==> src/rtl/vec_reduce_engine_if.sv <==
// vec_reduce_engine_if: control handshake, s2 memory port and result bus of the reduce engine.
// Revision 1.0
`default_nettype none

interface vec_reduce_engine_if #(
  parameter int DATA_WIDTH  = 32,
  parameter int ADDR_WIDTH  = 14,
  parameter int COUNT_WIDTH = 11
);
  logic                   start;
  logic [COUNT_WIDTH-1:0] cfg_count;
  logic                   busy;
  logic                   done;
  logic [ADDR_WIDTH-1:0]  mem_address;
  logic                   mem_write;
  logic [DATA_WIDTH-1:0]  mem_writedata;
  logic [DATA_WIDTH-1:0]  mem_readdata;
  logic [63:0]            result_sum;
  logic [DATA_WIDTH-1:0]  result_min;
  logic [DATA_WIDTH-1:0]  result_max;

  modport master (
    output start, cfg_count, mem_readdata,
    input  busy, done, mem_address, mem_write, mem_writedata,
    input  result_sum, result_min, result_max
  );

  modport slave (
    input  start, cfg_count, mem_readdata,
    output busy, done, mem_address, mem_write, mem_writedata,
    output result_sum, result_min, result_max
  );
endinterface

`default_nettype wire

==> src/rtl/vec_reduce_engine.sv <==
// vec_reduce_engine: streams product words from a source bank, reduces to sum/min/max and
// writes the four result words to a destination bank. Revision 1.0
`default_nettype none

module vec_reduce_engine #(
  parameter int DATA_WIDTH   = 32,
  parameter int INDEX_WIDTH  = 10,
  parameter int ADDR_WIDTH   = 14,
  parameter int SRC_BANK     = 2,
  parameter int DST_BANK     = 3,
  parameter int READ_LATENCY = 2
) (
  input  wire logic          fpga_clk1_50,
  input  wire logic          hps_fpga_reset_n,
  vec_reduce_engine_if.slave bus
);

  localparam int CW        = INDEX_WIDTH + 1;
  localparam int BANK_BITS = ADDR_WIDTH - INDEX_WIDTH;
  localparam int ACC_W     = 64;
  localparam logic [CW-1:0]        MAX_COUNT = CW'(1 << INDEX_WIDTH);
  localparam logic [BANK_BITS-1:0] SRC_SEL   = BANK_BITS'(SRC_BANK);
  localparam logic [BANK_BITS-1:0] DST_SEL   = BANK_BITS'(DST_BANK);

  typedef enum logic [2:0] {S_IDLE, S_READ, S_DRAIN, S_WRITE, S_DONE} state_t;

  state_t                   state_q, state_d;
  logic [CW-1:0]            cnt_q, cnt_d, idx_q, idx_d;
  logic [1:0]               wsel_q, wsel_d;
  logic [READ_LATENCY-1:0]  pipe_q, pipe_d, pipe_shift;
  logic [ACC_W-1:0]         acc_q, acc_d;
  logic [DATA_WIDTH-1:0]    min_q, min_d, max_q, max_d;
  logic                     busy_q, busy_d, done_q, done_d, mem_write_q, mem_write_d;
  logic [ADDR_WIDTH-1:0]    mem_address_q, mem_address_d;
  logic [DATA_WIDTH-1:0]    mem_writedata_q, mem_writedata_d;
  logic [ACC_W-1:0]         res_sum_q, res_sum_d;
  logic [DATA_WIDTH-1:0]    res_min_q, res_min_d, res_max_q, res_max_d;
  logic                     issue, enter_write;
  logic [CW-1:0]            cfg_clamped;
  logic [DATA_WIDTH-1:0]    rd;

  always_comb begin
    state_d         = state_q;
    cnt_d           = cnt_q;
    idx_d           = idx_q;
    wsel_d          = wsel_q;
    acc_d           = acc_q;
    min_d           = min_q;
    max_d           = max_q;
    busy_d          = busy_q;
    done_d          = 1'b0;
    mem_write_d     = mem_write_q;
    mem_address_d   = mem_address_q;
    mem_writedata_d = mem_writedata_q;
    res_sum_d       = res_sum_q;
    res_min_d       = res_min_q;
    res_max_d       = res_max_q;
    issue           = 1'b0;
    enter_write     = 1'b0;
    rd              = bus.mem_readdata;
    pipe_shift      = pipe_q << 1;
    cfg_clamped     = (bus.cfg_count > MAX_COUNT) ? MAX_COUNT : bus.cfg_count;

    // The pipe tail marks the cycle in which the word issued READ_LATENCY cycles ago is valid.
    if (pipe_q[READ_LATENCY-1]) begin
      acc_d = acc_q + ACC_W'(rd);
      min_d = (rd < min_q) ? rd : min_q;
      max_d = (rd > max_q) ? rd : max_q;
    end

    case (state_q)
      S_IDLE: begin
        if (bus.start) begin
          cnt_d         = cfg_clamped;
          idx_d         = '0;
          acc_d         = '0;
          min_d         = '1;
          max_d         = '0;
          busy_d        = 1'b1;
          mem_address_d = {SRC_SEL, {INDEX_WIDTH{1'b0}}};
          if (cfg_clamped == '0) enter_write = 1'b1;
          else                   state_d     = S_READ;
        end
      end
      S_READ: begin
        issue = 1'b1;
        if (idx_q + 1'b1 == cnt_q) begin
          state_d = S_DRAIN;
        end else begin
          idx_d         = idx_q + 1'b1;
          mem_address_d = {SRC_SEL, idx_d[INDEX_WIDTH-1:0]};
        end
      end
      S_DRAIN: begin
        if (pipe_shift == '0) enter_write = 1'b1;
      end
      S_WRITE: begin
        if (wsel_q == 2'd3) begin
          state_d     = S_DONE;
          mem_write_d = 1'b0;
          busy_d      = 1'b0;
          done_d      = 1'b1;
        end else begin
          wsel_d        = wsel_q + 2'd1;
          mem_address_d = {DST_SEL, INDEX_WIDTH'(wsel_d)};
          case (wsel_d)
            2'd1:    mem_writedata_d = acc_q[2*DATA_WIDTH-1:DATA_WIDTH];
            2'd2:    mem_writedata_d = min_q;
            default: mem_writedata_d = max_q;
          endcase
        end
      end
      S_DONE:  state_d = S_IDLE;
      default: state_d = S_IDLE;
    endcase

    // Results load from the post-capture values so they are valid in the first write cycle.
    if (enter_write) begin
      state_d         = S_WRITE;
      wsel_d          = 2'd0;
      mem_write_d     = 1'b1;
      mem_address_d   = {DST_SEL, {INDEX_WIDTH{1'b0}}};
      mem_writedata_d = acc_d[DATA_WIDTH-1:0];
      res_sum_d       = acc_d;
      res_min_d       = min_d;
      res_max_d       = max_d;
    end

    pipe_d = pipe_shift | READ_LATENCY'(issue);
  end

  always_ff @(posedge fpga_clk1_50) begin
    if (!hps_fpga_reset_n) begin
      state_q         <= S_IDLE;
      cnt_q           <= '0;
      idx_q           <= '0;
      wsel_q          <= '0;
      pipe_q          <= '0;
      acc_q           <= '0;
      min_q           <= '1;
      max_q           <= '0;
      busy_q          <= 1'b0;
      done_q          <= 1'b0;
      mem_write_q     <= 1'b0;
      mem_address_q   <= '0;
      mem_writedata_q <= '0;
      res_sum_q       <= '0;
      res_min_q       <= '0;
      res_max_q       <= '0;
    end else begin
      state_q         <= state_d;
      cnt_q           <= cnt_d;
      idx_q           <= idx_d;
      wsel_q          <= wsel_d;
      pipe_q          <= pipe_d;
      acc_q           <= acc_d;
      min_q           <= min_d;
      max_q           <= max_d;
      busy_q          <= busy_d;
      done_q          <= done_d;
      mem_write_q     <= mem_write_d;
      mem_address_q   <= mem_address_d;
      mem_writedata_q <= mem_writedata_d;
      res_sum_q       <= res_sum_d;
      res_min_q       <= res_min_d;
      res_max_q       <= res_max_d;
    end
  end

  assign bus.busy          = busy_q;
  assign bus.done          = done_q;
  assign bus.mem_write     = mem_write_q;
  assign bus.mem_address   = mem_address_q;
  assign bus.mem_writedata = mem_writedata_q;
  assign bus.result_sum    = res_sum_q;
  assign bus.result_min    = res_min_q;
  assign bus.result_max    = res_max_q;

endmodule

`default_nettype wire

==> src/flat_wrapper.sv <==
// flat-port wrapper written by rule: the top's interface ports become plain ports
module vec_reduce_engine_flat 
#(
  parameter int DATA_WIDTH   = 32,
  parameter int INDEX_WIDTH  = 10,
  parameter int ADDR_WIDTH   = 14,
  parameter int SRC_BANK     = 2,
  parameter int DST_BANK     = 3,
  parameter int READ_LATENCY = 2
)
  (fpga_clk1_50, hps_fpga_reset_n, bus_start, bus_cfg_count, bus_mem_readdata, bus_busy, bus_done, bus_mem_address, bus_mem_write, bus_mem_writedata, bus_result_sum, bus_result_min, bus_result_max);
  vec_reduce_engine_if #(.DATA_WIDTH(DATA_WIDTH), .ADDR_WIDTH(ADDR_WIDTH)) bus_i ();
  input  wire logic fpga_clk1_50;
  input  wire logic hps_fpga_reset_n;
  input wire logic [$bits(bus_i.start)-1:0] bus_start;
  input wire logic [$bits(bus_i.cfg_count)-1:0] bus_cfg_count;
  input wire logic [$bits(bus_i.mem_readdata)-1:0] bus_mem_readdata;
  output wire logic [$bits(bus_i.busy)-1:0] bus_busy;
  output wire logic [$bits(bus_i.done)-1:0] bus_done;
  output wire logic [$bits(bus_i.mem_address)-1:0] bus_mem_address;
  output wire logic [$bits(bus_i.mem_write)-1:0] bus_mem_write;
  output wire logic [$bits(bus_i.mem_writedata)-1:0] bus_mem_writedata;
  output wire logic [$bits(bus_i.result_sum)-1:0] bus_result_sum;
  output wire logic [$bits(bus_i.result_min)-1:0] bus_result_min;
  output wire logic [$bits(bus_i.result_max)-1:0] bus_result_max;
  assign bus_i.start = bus_start;
  assign bus_i.cfg_count = bus_cfg_count;
  assign bus_i.mem_readdata = bus_mem_readdata;
  assign bus_busy = bus_i.busy;
  assign bus_done = bus_i.done;
  assign bus_mem_address = bus_i.mem_address;
  assign bus_mem_write = bus_i.mem_write;
  assign bus_mem_writedata = bus_i.mem_writedata;
  assign bus_result_sum = bus_i.result_sum;
  assign bus_result_min = bus_i.result_min;
  assign bus_result_max = bus_i.result_max;
  vec_reduce_engine #(.DATA_WIDTH(DATA_WIDTH), .INDEX_WIDTH(INDEX_WIDTH), .ADDR_WIDTH(ADDR_WIDTH), .SRC_BANK(SRC_BANK), .DST_BANK(DST_BANK), .READ_LATENCY(READ_LATENCY)) u_core (.fpga_clk1_50(fpga_clk1_50), .hps_fpga_reset_n(hps_fpga_reset_n), .bus(bus_i));
endmodule
==> config.mk <==
export PLATFORM = sky130hd
export DESIGN_NAME = vec_reduce_engine_flat
export DESIGN_NICKNAME = d
export VERILOG_FILES = /design/src/rtl/vec_reduce_engine_if.sv /design/src/rtl/vec_reduce_engine.sv /design/src/flat_wrapper.sv
export SDC_FILE = /design/constraint.sdc
export NUM_CORES = 1
export LEC_CHECK = 0
export CORE_MARGIN = 2
export CORE_UTILIZATION = 45
export CTS_CLUSTER_DIAMETER = 150
export DETAILED_ROUTE_END_ITERATION = 16
export PLACE_DENSITY = 0.68
export SETUP_SLACK_MARGIN = 0.2
export SYNTH_ARGS = -nofsm -noshare
export SYNTH_HDL_FRONTEND = slang
export SYNTH_SLANG_ARGS = --single-unit
==> constraint.sdc <==
create_clock -name fpga_clk1_50 -period 3.3 [get_ports fpga_clk1_50]
set_input_delay 0.825 -clock fpga_clk1_50 [delete_from_list [all_inputs] [get_ports fpga_clk1_50]]
set_output_delay 0.825 -clock fpga_clk1_50 [all_outputs]
set_load 0.01 [all_outputs]
==> key figures, run 1 <==
Cells and area
  • Post-route cell area: roughly 24,000 sq um
  • Footprint of the multi-input gates: 10,700 sq um
  • Register area: around 6600 sq um
  • # fillers: about 3,200
  • Post-layout nets: 2,609
  • Ratio of cells with drive above 1 in the final layout: between 20% and 30%
  • Synth-to-layout area growth: 40.6%

Timing
  • Skew final: around 19 ps
  • Hold_ws: about 440 ps
  • Fmax: around 330 MHz
  • Min Tclk post-route: around 3000 ps
  • Final hold vios: 0
  • Setup TNS: 0 ps
  • Worst-Margin Slew: 1080 ps
  • Slew headroom: roughly 28%
  • Final Max Slew Viols: 0
  • Setup violations, final: 0
  • Post-route clock period utilization: between 90% and 100%
  • RSZ-0062 raised after global routing: no

Hold path
  • Hold path depth: 2
  • Worst hold path class: reg2reg

Routing
  • Iter 0 DRT Violations: roughly 1,400
  • DRT antenna net count: 0
  • WL final: between 60,000 and 70,000 um
  • Drt wl/cell: 22.3 um
  • DR vias/cell: ~5.9
  • Vias: ~18,000
  • DRT Pass-1 Iters: 5
  • DR DRC count: 0

Logic synthesis
  • Main synth FF type: dfxtp_1
  • Yosys Warn Count: 0
  • Simple-gate area share of the yosys netlist: about 17%
  • Adder-cell share of the synthesized area: under 10%
  • Post-synthesis sequential area ratio: roughly two fifths
  • Largest family of logic cells by synthesized area: compound AO/OA/AOI/OAI gates
  • Post-synthesis compound-gate area fraction: a little under a quarter
  • Register bit count reported by yosys: about 330
  • Async SR Flop Fraction: 0%
  • Top cells by area, synth: dfxtp_1, ha_1, mux2i_1, nand2_1, a21oi_1
  • Distinct cell type count after synthesis: 86
  • Mux cell area share after synthesis: 5.32%
  • Post-synth top area cell: dfxtp_1
  • Mapped Cells: 2,037
  • Syn avg cell area: 8.53 sq um
  • Post-Syn Area: between 15,000 and 20,000 sq um
  • Number of flops mapped to enable cells by yosys: 0
  • Top cell type's share of synthesized area: 38.3%
  • Post-synthesis xor/xnor area fraction: roughly 3.4%

Worst setup path
  • WP data arrival: around 3500 ps
  • Maximum fanout along the worst path: 8
  • Kind of end point of the critical path: register
  • Startpoint Class: input pin
  • Setup CP Type: in2reg
  • Reg2Reg Depth: 13
  • Critical Path RT: 3720 ps

Floorplan
  • DIE AREA: 40,200 sq um
  • Die height: 200 um
  • Site Rows: 71
  • IO Count: between 200 and 250
  • Die W: approximately 200 um
  • Initial Util: a little under half
  • Core footprint: about 38,000 sq um

Place
  • DP HPWL: 49,300 um
  • DP Area: ~22,000 sq um
  • GP Congestion: 0.989
  • IO Port Bufs: between 200 and 250

Global route
  • Total gr overflow: 0
  • GRT Total Usage: about 32%
  • First-pass GRT wire length: 101,000 um
  • Largest net degree at the start of global routing: 82
  • Vias in the first global route: between 15,000 and 20,000
  • Initial antenna violation count: 0

Clock network
  • Clk sinks: about 330
  • CTS clk-pin slew, worst paths: around 60 ps
  • Number of hold buffers added after cts: 0
  • Cts bufs inserted: 39
  • H-Tree Depth: 2
  • Clock Latency Late Sink: between 500 and 600 ps
  • CTS root buf: clkbuf_16
  • Bufs on Longest Clock Path: 3
  • CTS tree: yes

Flow run
  • Max_cap viols: 0

Outcome
  • Status: completed

Pwr
  • Lkg Pwr: ~0.0099 uW
  • Max VDD drop: 0.380 mV
  • Pwr per Cell Area: roughly 470 nW/um^2
-- what timing repair did --
action | 4_1_cts | 5_1_grt
pin swaps | 32 | 36
gates cloned | 3 | 2
buffers inserted | 11 | 12
setup endpoints to repair | 221 | 199
endpoints found under the hold margin | 0 | 0
resized for setup | 112 | 122
-- layout by cell type, fill, tap and decap left out, drive strengths merged, types with 13 or more instances in the layout --
cell type	count
clkbuf	70
o211ai	13
mux2i	90
nor2	166
o2111a	32
dfxtp	332
buf	303
clkinv	13
a311o	32
nor4	39
clkdlybuf4s50	187
a21oi	159
and3	27
nand2	223
xnor2	40
xor2	24
a22oi	32
nor3	29
a2111oi	13
nand4	30
a21o	18
ha	99
o21ai	132
a22o	15
inv	89
a211oi	26
nand3	48
o22ai	21
a31oi	15
-- final timing paths --
path,from,endpoint,slack (ps)
worst max-delay path,bus_mem_readdata[3],u_core.bus.result_min[8],280
worst min-delay path,u_core.bus.result_sum[30],u_core.bus.result_sum[30],440
worst max register to register,u_core.min_q[1],u_core.bus.result_min[8],290
worst min register to register,u_core.bus.result_sum[30],u_core.bus.result_sum[30],440
-- kinds of logic after synthesis --
group | Yosys count
AOI/OAI and AO/OA | 597
xor gates and xnor gates | 65
adders and majority gates | 100
buffers and inverters | 228
DFF | 332
muxes | 92
other | 1
and+or+nand+nor | 622
-- registers in the layout, summed over array words and instances, names as in the netlist --
signal	count
u_core.bus.busy	1
u_core.pipe_q	2
u_core.bus.result_max	32
u_core.state_q	3
u_core.bus.mem_write	1
u_core.bus.result_sum	64
u_core.idx_q	11
u_core.acc_q	64
u_core.wsel_q	2
u_core.bus.result_min	32
u_core.cnt_q	11
u_core.max_q	32
u_core.bus.mem_address	12
u_core.bus.mem_writedata	32
u_core.bus.done	1
u_core.min_q	32
-- critical path, cell delays in order --
cell	delay [ps]
buf_2	130
buf_6	130
ha_2	310
o2111ai_2	90
o31ai_1	270
buf_4	180
a221oi_4	70
buf_6	140
o31ai_4	260
a41o_4	280
buf_12	140
buf_12	160
mux2i_1	330
a21oi_1	110
-- cells in the mapped netlist, types with 18 or more instances --
library cell / count
a22oi_1: 32
nor2_1: 166
buf_2: 18
nor3_1: 27
and3_1: 23
mux2i_1: 90
a311o_1: 32
xor2_1: 24
ha_1: 99
o22ai_1: 21
xnor2_1: 40
o21ai_0: 114
clkbuf_1: 97
nand2_1: 221
inv_1: 89
a211oi_1: 25
nand3_1: 48
a21oi_1: 159
nor4_1: 39
dfxtp_1: 332
o21ai_1: 18
o2111a_1: 32
nand4_1: 28
-- per-stage QoR --
step	cells	utilization [%]	total power, uW	setup WS [ps]
2_1_floorplan	2038	-	5600	166
3_3_place_gp	2905	57.8	6720	-926
3_5_place_dp	2905	57.8	6740	-845
4_1_cts	2987	63.1	11300	153
5_1_grt	3001	64.5	11800	193
6_report	3002	64.5	11400	276
-- where the power goes --
group          internal (uW)  total (uW)  leakage [uW]  switching, uW
Clock                   2710        4450      0.000658           1740
Sequential              4190        4330       0.00268            142
Combinational           1070        2600       0.00653           1530
Total                   7960       11400       0.00987           3420
-- metal layers --
| metal | up-vias | global-route usage (%) | routed length, um |
|---|---|---|---|
| met5 | - | 0 | 0 |
| met4 | 0 | 12.5 | 2510 |
| met3 | 128 | 4.90 | 5150 |
| met2 | 734 | 51.5 | 30600 |
| met1 | 8606 | 43.7 | 28700 |
| li1 | 8334 | - | - |
-- area by class of cell --
type | count | share of cell area (%)
multi-input cells | 1478 | 43.7
flip-flops and latches | 332 | 27.2
repair buffers | 522 | 19.7
clock buffers | 52 | 4.62
well taps | 511 | 2.62
inverters | 90 | 1.38
clock inverters | 16 | 0.768
diodes | 1 | 0.0102
Note: power is estimated with default switching activity, not from simulation.
==> run 2, diff against run 1 <==
GPL_TIMING_DRIVEN = 0   (was default)
==> run 2 against run 1 <==
Maximum frequency shrank 1.4%. Non-clock buffer count is 121 lower. Combinational power decreased by 4%. Die area stayed put. Via count is 0.43% lower. Hold slack got worse by 1.6 ps. Critical endpoint is now u_core.bus.mem_writedata[30]. Largest cell class unchanged. Highest routed layer unchanged.
==> key figures, run 2 (synthesis gave the netlist of run 1 again) <==
Timing
  • RSZ-0062 raised after global routing: yes
  • Setup violations, final: 0
  • Final hold vios: 0
  • Slew headroom: roughly a fifth
  • Post-route clock period utilization: between 90% and 100%
  • Final Max Slew Viols: 0
  • Skew final: approximately 27 ps
  • Fmax: between 300 and 400 MHz
  • Worst-Margin Slew: ~1200 ps
  • Min Tclk post-route: between 3000 and 4000 ps
  • Setup TNS: 0 ps

Worst setup path
  • Critical Path RT: 3750 ps
  • Maximum fanout along the worst path: 6
  • Startpoint Class: input pin
  • Critical Path Start: bus_mem_readdata[0]
  • CP Capture Point: u_core.bus.mem_writedata[30]
  • R2r setup slk: around 280 ps
  • Reg2Reg Depth: 13
  • CP cell instances: buf_6 > ha_4 > fa_2 > a211oi_4 > o21ai_2 > a21oi_4 > buf_6 > buf_4 > nand3_4 > a31oi_4 > a2111oi_4 > a311oi_2 > buf_4 > o21ai_1
  • Worst Path Buf+Inv: 4
  • Worst path slowest cell: fa_2
  • Crit path largest cell delay: 400 ps
  • Endpoint of the most critical register-to-register path: u_core.bus.mem_writedata[30]
  • Kind of end point of the critical path: register
  • Levels on crit path: 14
  • WP data arrival: between 3000 and 4000 ps
  • Reg-to-Reg Start: u_core.acc_q[0]
  • Setup CP Type: in2reg
  • Worst path top cell family by delay: compound AO/OA/AOI/OAI gates

Pwr
  • Max VDD drop: between 0.3 and 0.4 mV
  • PnR Total Power: around 11,000 uW
  • Lkg Pwr: ~0.0088 uW
  • Pwr per Cell Area: just under 500 nW/um^2

Floorplan
  • Die W: between 200 and 250 um
  • Die height: 200 um
  • Core footprint: about 38,000 sq um
  • Site Rows: between 70 and 80
  • IO Count: between 200 and 250
  • DIE AREA: 40,200 sq um
  • Initial Util: 45.9%

Routing
  • DRT antenna net count: 0
  • DRT Pass-1 Iters: 6
  • Vias: 17,725
  • Drt wl/cell: 25.0 um
  • WL final: about 72,000 um
  • Iter 0 DRT Violations: around 1,600
  • DR DRC count: 0
  • DR vias/cell: about 6

Cells and area
  • Ratio of cells with drive above 1 in the final layout: around an eighth
  • ANT cells: 0
  • Most frequent cells in the layout: dfxtp_1, nand2_1, clkdlybuf4s50_1
  • Post-layout nets: 2,487
  • Synth-to-layout area growth: 30.6%
  • Fin util: 60.0%
  • Most common cell after layout, fill and taps aside: dfxtp_1
  • Post-route cell area: 22,700 sq um

Hold path
  • Worst hold path class: reg2reg

Place
  • IO Port Bufs: 220
  • GP Congestion: between 1 and 1.5
  • DP Area: ~20,000 sq um
  • DP HPWL: ~55,000 um

Clock network
  • Number of hold buffers added after cts: 0
  • Bufs on Longest Clock Path: 3
  • CTS clk-pin slew, worst paths: approximately 60 ps
  • Cts bufs inserted: 38
  • Clk sinks: approximately 330
  • CTS root buf: clkbuf_16
  • CTS tree: yes
  • Clock Latency Late Sink: 570 ps
  • H-Tree Depth: 2

Global route
  • Largest net degree at the start of global routing: 13
  • First-pass GRT wire length: 106,000 um
  • Initial antenna violation count: 0
  • Vias in the first global route: approximately 17,000
  • GRT Total Usage: 34.5%
  • Total gr overflow: 0

Outcome
  • Status: completed

Flow run
  • Max_cap viols: 0
run 2: layout make-up:
type / count / area (sq um)
clock buffer: 53 / 1090
buffer: 138 / 752
clock inverter: 11 / 113
multi-input combinational: 1478 / 10600
inverter: 90 / 338
timing repair buffer: 263 / 2500
sequential: 332 / 6650
fill: 3495 / 15200
tap: 511 / 639
run 2: repair_timing:
item                                    4_1_cts  5_1_grt
setup buffers                                23       20
pin swaps                                    38       48
endpoints found under the setup margin      302      259
resized for setup                           251      119
run 2: power by group:
part | internal [uW] | total, uW | switching [uW]
Combinational | 837 | 2500 | 1670
Clock | 2450 | 4220 | 1770
Sequential | 4180 | 4320 | 137
run 2: routing by layer:
layer	up-vias	GRT usage [%]	wire length [um]	share of wire, %
li1	8060	-	-	-
met1	8622	46.0	29900	42
met2	872	55.0	32200	45
met3	171	5.44	6200	8.6
met4	0	16.0	3620	5.0
met5	-	0	0	0
run 2: stage by stage:
step | cells | hold WS, ps | setup slack, ps
after floorplan | 2038 | 444 | 166
after global placement | 2769 | 428 | -2310
after detailed placement | 2769 | 432 | -2380
after CTS | 2856 | 439 | 195
after global routing | 2876 | 465 | 144
final | 2876 | 434 | 231
run 2: worst min-delay path by stage:
stage                              start                         to  depth (start not counted)
6_report       u_core.bus.result_sum[26]  u_core.bus.result_sum[26]                          2
5_1_grt        u_core.bus.result_sum[26]  u_core.bus.result_sum[26]                          2
3_5_place_dp   u_core.bus.result_sum[30]  u_core.bus.result_sum[30]                          2
2_1_floorplan            u_core.cnt_q[9]            u_core.cnt_q[9]                          2
4_1_cts        u_core.bus.result_sum[30]  u_core.bus.result_sum[30]                          2
3_3_place_gp   u_core.bus.result_sum[26]  u_core.bus.result_sum[26]                          2
run 2: tightest hold or removal path, stage by stage (launching register included):
cell     delay, ps
dfxtp_1        300
nand2_1         50
nand2_1         40
==> run 3, diff against run 2 <==
CORE_MARGIN = default   (was 2)
CTS_CLUSTER_SIZE = 8   (was default)
==> run 3 against run 2 <==
Clock power grew 3%. Sequential cell count stayed put. Sequential share of layout area is 0.19 points higher. Non-clock buffer count fell by 15. Final area fell by 0.63%. Via count decreased by 0.25%. Sequential power barely moved. Global-route usage is 1.2 points higher. Maximum frequency decreased by 0.53%. Setup slack worse by 16 ps. Register-to-register slack about the same. Utilization down 0.38 points. Largest cell class unchanged.
==> key figures, run 3 (synthesis gave the netlist of run 1 again) <==
Timing
  • Skew final: between 30 and 40 ps
  • Final setup margin: 215 ps
  • Worst-Margin Slew: between 1000 and 1500 ps
  • Final hold vios: 0
  • Min Tclk post-route: just over 3000 ps
  • Final Max Slew Viols: 0
  • RSZ-0062 raised after global routing: yes
  • Setup violations, final: 0
  • Post-route clock period utilization: a little over 90%
  • Fmax: ~320 MHz
  • Slew headroom: roughly 25%

Clock network
  • CTS root buf: clkbuf_16
  • H-Tree Depth: 2
  • Clock Latency Late Sink: approximately 600 ps
  • Bufs on Longest Clock Path: 3
  • CTS tree: yes
  • Cts bufs inserted: 47
  • Clk sinks: ~330
  • CTS clk-pin slew, worst paths: around 50 ps
  • Number of hold buffers added after cts: 0

Cells and area
  • Post-route cell area: 22,500 sq um
  • # fillers: between 3,000 and 4,000
  • Post-layout nets: 2,481
  • ANT cells: 0
  • Register area: roughly 6600 sq um
  • Ratio of cells with drive above 1 in the final layout: ~12%
  • Synth-to-layout area growth: 29.8%
  • Most common cell after layout, fill and taps aside: dfxtp_1
  • Footprint of the multi-input gates: around 11,000 sq um
  • Fin util: 59.6%
  • Most frequent cells in the layout: dfxtp_1, nand2_1, clkdlybuf4s50_1

Place
  • IO Port Bufs: 220
  • GP Congestion: between 0.9 and 1
  • DP HPWL: about 55,000 um
  • DP Area: approximately 20,000 sq um
  • Worst slack, placed: -2150 ps

Worst setup path
  • Startpoint Class: input pin
  • Reg2Reg Depth: 10
  • Critical Path RT: about 3800 ps
  • WP data arrival: between 3000 and 4000 ps
  • Maximum fanout along the worst path: 7
  • Setup CP Type: in2reg
  • Kind of end point of the critical path: register

Global route
  • GRT Total Usage: 35.7%
  • Initial antenna violation count: 1
  • First-pass GRT wire length: a little over 100,000 um
  • Largest net degree at the start of global routing: 13
  • Vias in the first global route: ~17,000
  • Total gr overflow: 0

Pwr
  • Max VDD drop: 0.334 mV
  • Pwr per Cell Area: approximately 500 nW/um^2
  • Lkg Pwr: 0.00867 uW

Floorplan
  • DIE AREA: about 39,000 sq um
  • Die W: between 150 and 200 um
  • Core footprint: ~38,000 sq um
  • Site Rows: 71
  • Die height: 198 um
  • Initial Util: between 40% and 50%
  • IO Count: approximately 220

Hold path
  • Worst hold path class: reg2reg
  • Hold path depth: 2

Routing
  • WL final: 71,400 um
  • Vias: between 15,000 and 20,000
  • DR vias/cell: just over 6
  • DRT Pass-1 Iters: 5
  • Iter 0 DRT Violations: 1,565
  • Drt wl/cell: ~25 um
  • DRT antenna net count: 0
  • DR DRC count: 0

Outcome
  • Status: completed

Flow run
  • Max_cap viols: 0
## run 3: cell types whose count changed in the layout (fill, tap and decap cells not counted), moves of 5 or more
cell and delta:
buf_4 -10, clkbuf_1 -10, clkbuf_16 +8, clkdlybuf4s15_2 +8
buf_6 -7, clkbuf_8 -7, clkinv_2 -7, o21ai_0 +5
o21ai_1 -5
## run 3: per-stage QoR
stage | TNS (ps) | power [uW] | hold slack, ps | std cells
after floorplan | 0 | 5600 | 444 | 2038
after global placement | -383530 | 6600 | 428 | 2769
after detailed placement | -380360 | 6620 | 431 | 2770
after CTS | 0 | 11100 | 437 | 2835
after global routing | 0 | 11500 | 466 | 2847
final | 0 | 11200 | 434 | 2847
## run 3: where the power goes
| group | internal [uW] | switching, uW | leakage [uW] | total [uW] |
|---|---|---|---|---|
| combinational | 826 | 1650 | 0.00538 | 2470 |
| clock | 2570 | 1790 | 0.000607 | 4360 |
| sequential | 4190 | 136 | 0.00268 | 4330 |
| total | 7590 | 3580 | 0.00867 | 11200 |
## run 3: final timing paths
check | startpoint | to | slack (ps)
worst max register to register | u_core.acc_q[11] | u_core.bus.result_sum[56] | 270
worst min register to register | u_core.bus.result_sum[26] | u_core.bus.result_sum[26] | 430
worst max-delay path | bus_mem_readdata[19] | u_core.bus.result_sum[56] | 220
worst min-delay path | u_core.bus.result_sum[26] | u_core.bus.result_sum[26] | 430
## run 3: critical path, cell delays in order
cell	delay [ps]
buf_2	200
ha_1	320
buf_4	150
nand4_1	180
or3_1	350
o22a_1	220
a2111o_2	590
a2111oi_4	470
xnor2_2	170
o21ai_1	70
## run 3: layout make-up
| class | count | area share (%) |
|---|---|---|
| multi-input combinational | 1478 | 46.9 |
| sequential | 332 | 29.5 |
| timing repair buffer | 248 | 10.5 |
| clock buffer | 47 | 5.22 |
| buffer | 138 | 3.32 |
| tap | 511 | 2.84 |
| inverter | 90 | 1.50 |
| clock inverter | 3 | 0.278 |
## run 3: per-layer routing
layer	share of wire [%]	wire (um)	track usage, %	vias up
met2	45	32000	56.6	871
met1	41	29600	47.0	8586
met5	0.018	13	0	-
li1	-	-	-	8048
met3	8.8	6300	5.99	174
met4	5.0	3540	17.4	2
## run 3: what timing repair did
item | CTS | global route
resized for setup | 223 | 115
buffers inserted | 15 | 12
pin swaps | 29 | 34
setup endpoints to repair | 301 | 242
